==> src/rtl/oisc_instr_fetch.sv <==
// rtl/oisc_instr_fetch.sv - OISC instruction fetch/prefetch stage with credit-checked FIFO
// Optional InstrPC head-address output is enabled by OISC_FETCH_PC_OUT_EN.
module oisc_instr_fetch #(
  parameter int                    INSTR_WIDTH = 32,
  parameter int                    ADDR_WIDTH  = 16,
  parameter int                    DEPTH       = 4,
  parameter logic [ADDR_WIDTH-1:0] BOOT_ADDR   = '0
) (
  input  logic                   CLK,
  input  logic                   RST,
  input  logic                   Start,
  input  logic                   Stop,
  input  logic                   Redirect,
  input  logic [ADDR_WIDTH-1:0]  RedirectAddr,
  output logic                   MemReqValid,
  input  logic                   MemReqReady,
  output logic [ADDR_WIDTH-1:0]  MemReqAddr,
  input  logic                   MemRspValid,
  input  logic [INSTR_WIDTH-1:0] MemRspData,
  output logic                   InstrValid,
  input  logic                   InstrReady,
  output logic [INSTR_WIDTH-1:0] InstrData
`ifdef OISC_FETCH_PC_OUT_EN
  ,
  output logic [ADDR_WIDTH-1:0]  InstrPC
`endif
);

  localparam int PW = $clog2(DEPTH);
  localparam int CW = PW + 1;
  localparam logic [CW:0] DEPTH_U = (CW+1)'(DEPTH);

  typedef enum logic {IDLE, RUN} state_t;

  state_t                 state_q, state_d;
  logic [ADDR_WIDTH-1:0]  pc_q, pc_d;
  logic [CW-1:0]          count_q, count_d;
  logic [CW-1:0]          inflight_q, inflight_d;
  logic [CW-1:0]          discard_q, discard_d;
  logic [PW-1:0]          rd_ptr_q, rd_ptr_d;
  logic [PW-1:0]          wr_ptr_q, wr_ptr_d;
  logic [INSTR_WIDTH-1:0] data_q [DEPTH];
  logic [INSTR_WIDTH-1:0] data_d [DEPTH];
`ifdef OISC_FETCH_PC_OUT_EN
  logic [ADDR_WIDTH-1:0]  apc_q [DEPTH];
  logic [ADDR_WIDTH-1:0]  apc_d [DEPTH];
  logic [ADDR_WIDTH-1:0]  rsp_pc_q, rsp_pc_d;
`endif

  logic       flush;
  logic       req_fire;
  logic       push;
  logic       pop;
  logic [CW:0] used;

  always_comb begin
    flush       = Stop | Redirect | Start;
    used        = {1'b0, count_q} + {1'b0, inflight_q};
    // Credit check uses registered occupancy so every accepted request owns a FIFO slot.
    MemReqValid = (state_q == RUN) && (used < DEPTH_U) && !flush && (discard_q == '0);
    MemReqAddr  = pc_q;
    InstrValid  = (count_q != '0);
    InstrData   = data_q[rd_ptr_q];
    req_fire    = MemReqValid & MemReqReady;
    pop         = InstrValid & InstrReady;
    push        = MemRspValid & (discard_q == '0) & !flush;

    state_d = state_q;
    if (Stop) begin
      state_d = IDLE;
    end else if (Start) begin
      state_d = RUN;
    end

    pc_d = pc_q;
    if (Redirect && !Stop) begin
      pc_d = RedirectAddr;
    end else if (Start && !Stop) begin
      pc_d = BOOT_ADDR;
    end else if (req_fire) begin
      pc_d = pc_q + ADDR_WIDTH'(1);
    end

    inflight_d = inflight_q + CW'(req_fire) - CW'(MemRspValid);

    discard_d = discard_q - CW'(MemRspValid && (discard_q != '0));
    if (flush) begin
      discard_d = inflight_d;
    end

    count_d  = count_q;
    rd_ptr_d = rd_ptr_q;
    wr_ptr_d = wr_ptr_q;
    data_d   = data_q;
    if (flush) begin
      count_d  = '0;
      rd_ptr_d = '0;
      wr_ptr_d = '0;
    end else begin
      if (push) begin
        data_d[wr_ptr_q] = MemRspData;
        wr_ptr_d         = wr_ptr_q + PW'(1);
      end
      if (pop) begin
        rd_ptr_d = rd_ptr_q + PW'(1);
      end
      count_d = count_q + CW'(push) - CW'(pop);
    end

`ifdef OISC_FETCH_PC_OUT_EN
    // Responses return in order, so the tail address simply follows the flush target.
    InstrPC  = apc_q[rd_ptr_q];
    apc_d    = apc_q;
    rsp_pc_d = rsp_pc_q;
    if (Redirect && !Stop) begin
      rsp_pc_d = RedirectAddr;
    end else if (Start && !Stop) begin
      rsp_pc_d = BOOT_ADDR;
    end else if (push) begin
      apc_d[wr_ptr_q] = rsp_pc_q;
      rsp_pc_d        = rsp_pc_q + ADDR_WIDTH'(1);
    end
`endif
  end

  always_ff @(posedge CLK or posedge RST) begin
    if (RST) begin
      state_q    <= IDLE;
      pc_q       <= '0;
      count_q    <= '0;
      inflight_q <= '0;
      discard_q  <= '0;
      rd_ptr_q   <= '0;
      wr_ptr_q   <= '0;
      data_q     <= '{default: '0};
`ifdef OISC_FETCH_PC_OUT_EN
      apc_q      <= '{default: '0};
      rsp_pc_q   <= '0;
`endif
    end else begin
      state_q    <= state_d;
      pc_q       <= pc_d;
      count_q    <= count_d;
      inflight_q <= inflight_d;
      discard_q  <= discard_d;
      rd_ptr_q   <= rd_ptr_d;
      wr_ptr_q   <= wr_ptr_d;
      data_q     <= data_d;
`ifdef OISC_FETCH_PC_OUT_EN
      apc_q      <= apc_d;
      rsp_pc_q   <= rsp_pc_d;
`endif
    end
  end

endmodule
==> config.mk <==
export PLATFORM = sky130hd
export DESIGN_NAME = oisc_instr_fetch
export DESIGN_NICKNAME = d
export VERILOG_FILES = /design/src/rtl/oisc_instr_fetch.sv
export SDC_FILE = /design/constraint.sdc
export NUM_CORES = 1
export LEC_CHECK = 0
export BUFFER_PORTS_ARGS = -buffer_cell sky130_fd_sc_hd__buf_2
export CORE_MARGIN = 8
export CORE_UTILIZATION = 55
export DETAILED_ROUTE_END_ITERATION = 8
export PLACE_DENSITY = 0.78
export SLEW_MARGIN = 10
export SYNTH_ARGS = -nofsm -noshare
export SYNTH_HDL_FRONTEND = slang
export SYNTH_SLANG_ARGS = --single-unit
==> constraint.sdc <==
create_clock -name CLK -period 7.6 [get_ports CLK]
set_clock_uncertainty 0.05 [all_clocks]
set_input_delay 1.52 -clock CLK [delete_from_list [all_inputs] [get_ports CLK]]
set_output_delay 1.52 -clock CLK [all_outputs]
set_load 0.02 [all_outputs]
==> results_dict.tcl <==
set metrics [dict create \
    stdcell_area_sq_um 8650 \
    gp_routability_congestion 0.874 \
    synth_top_area_share_pct 53.4 \
    nets 690 \
    ys_seq_elements 158 \
    synth_top_area_cell "dfrtp_1" \
    fp.dieW_um 132 \
    peakVddDrop_uv 158 \
    clock_latency_ns 0.42 \
    vias 4748 \
    max-cap-violations 0 \
    grt_max_degree 85 \
    hold_path.class "register to register" \
    crit_type "primary input to primary output" \
    die_area_sq_um 17400 \
    syn_avg_cell_area_sq_um 14.2 \
    leakage_nw 4.34 \
    layout_min_cycle_time_ns 4.32 \
    cp_max_fo 11 \
    hold_viol 0 \
    critPathArrivalTime_ns 2.75 \
    core_sq_um 13200 \
    ant_nets 0 \
    required_ns 6.03 \
    h-tree-depth 4 \
    cts_buffer_depth 2 \
    place_ws_ns 2.94 \
    finalSetupViolCount 0 \
    syn_inst 521 \
    slew_headroom_pct 24.0 \
    powerDensity_nw_per_um2 253 \
    worstSetupStartpoint "Start" \
    p_total_mw 2.18 \
    min_from "data_q[39]" \
    area_growth_pct 16.8 \
    ios 106 \
    worstReg2RegEnd "discard_q[2]" \
    via_per_inst 5.88 \
    hold_end "data_q[39]" \
    clock.fmax_ghz 0.231 \
    ys_seq_area_share_pct 53.4 \
    startpoint_type "primary input" \
    synth_fp_nets 592 \
    r2r_slack_ns 4.03 \
    endpoint_kind "primary output" \
    cts_root_buf "clkbuf_16" \
    fin_tns_setup_ns 0 \
    die_h_um 132 \
    cts_resized 0 \
    synth_area_leaders "dfrtp_1 (53%), mux2_2 (19%), mux4_2 (9.7%)" \
    status "completed" \
    wirelength_mm 15.7 \
    r2r_cells 11 \
    clk_pin_slew_ns 0.06 \
    grt_overflow_total 0 \
    placement.cell_area_sq_um 8080 \
    ys_types 48 \
    yosysWarningCount 0 \
    grt_pass1_vias 5271 \
    fillers 967 \
    period_share_pct 56.9 \
    post_cts_buffers 0 \
    num_rows 42 \
    fin_hold_ws_ns 0.448 \
    layout_common_cells "dfrtp_1 (156), mux2_2 (128), buf_2 (105)" \
    r2r-start "count_q[2]" \
    cts_tree "built" \
    dp_hpwl_mm 10.3 \
    antenna_found_initial 2 \
    tightestPinTransition_ns 1.14 \
    io_buffers 105 \
    final_common_cell "dfrtp_1" \
    whs_path_depth 1 \
    cts_inserted_buffers 17 \
    worst_slack_ns 3.28 \
    drive_above_1_share_pct 48.7 \
    wl_per_cell_um 19.5 \
    slew_violations 0 \
    hold_buffers 0 \
    grt_pass1_wl_mm 26.8 \
    cts_sinks 158 \
    start_util_pct 56.2 \
    dr.first_iter.drc_count 311 \
    grt_usage_pct 19.2 \
    rsz0062_at_grt "no" \
    drc 0 \
    dr.pass1.iters 4 \
    synth_area_sq_um 7410 \
]
[report_power, final]
group          total [mW]  internal (mW)  switching, mW  leakage, nW
Sequential          0.974          0.923         0.0508         2.16
Clock               0.804          0.491          0.313        0.272
Combinational       0.407          0.189          0.218         1.91
[metal layers]
metal	vias to the layer above	track usage (%)	wire (um)
met3	21	5.56	843
met1	2462	22.5	6630
met4	4	6.83	195
met2	125	33.0	8050
met5	-	0	23
li1	2136	-	-
[worst max path at each step]
stage / cells past startpoint / to / slack [ns]
2_1_floorplan: 1 / MemReqAddr[0] / 1.77
3_3_place_gp: 11 / discard_q[2] / 3.03
3_5_place_dp: 11 / discard_q[2] / 2.94
4_1_cts: 4 / MemReqValid / 3.27
5_1_grt: 4 / MemReqValid / 3.12
6_report: 4 / MemReqValid / 3.28
[flip-flops by register name, indices dropped and copies added (netlist names)]
signal and count:
inflight_q 3, discard_q 3, wr_ptr_q 2, MemReqAddr 16, data_q 128, rd_ptr_q 2
count_q 3, state_q 1
[cell families after synthesis]
family	count (synthesis)	synth area share (%)
buf+inv	44	2.25
compound gates	53	5.54
flops	158	53.4
mux	160	29.2
fa+ha+maj	15	2.74
xor+xnor	8	0.946
simple gates	83	5.98
[Yosys cell counts, drive strengths merged]
library cell  number
a22o               1
nand4              5
a41oi              1
nand3             10
xor2               2
a41o               1
or2                1
or4b               3
nor3               4
a221oi             1
mux2             128
o31ai              5
a211oi             2
o22ai              1
and4               2
a31o               1
and3               7
o2bb2a             7
or4                1
buf               17
fa                 2
nor4               1
nand2             29
a21oi              3
xnor2              6
o211a              1
o21bai             1
o21ai              6
and2               4
inv               15
mux4              32
ha                13
a2bb2oi            5
clkbuf            12
a22oi             10
a21o               2
o31a               1
nor2              10
nor2b              2
or3                3
o21a               1
nor4b              1
o22a               2
a31oi              1
dfrtp            158
[final cells by class]
| class | count | area (sq um) | area share [%] |
|---|---|---|---|
| multi-input cells | 319 | 3300 | 38.1 |
| inverters | 15 | 61.3 | 0.709 |
| flip-flops and latches | 158 | 3960 | 45.7 |
| repair buffers | 108 | 548 | 6.33 |
| clock inverters | 5 | 55.1 | 0.636 |
| clock buffers | 26 | 509 | 5.89 |
| diodes | 1 | 2.50 | 0.0289 |
| well taps | 176 | 220 | 2.55 |
[metrics by stage]
step / utilization, % / instances
after floorplan: - / 521
after global placement: 61.3 / 776
after detailed placement: 61.3 / 776
after CTS: 65.6 / 807
after global routing: 65.6 / 807
final: 65.6 / 808
[critical path: stages]
cell and delay (ns):
buf_2 0.12, or3_1 0.56, nor4b_1 0.34, buf_2 0.21
Power figures use the tool's default switching activity.
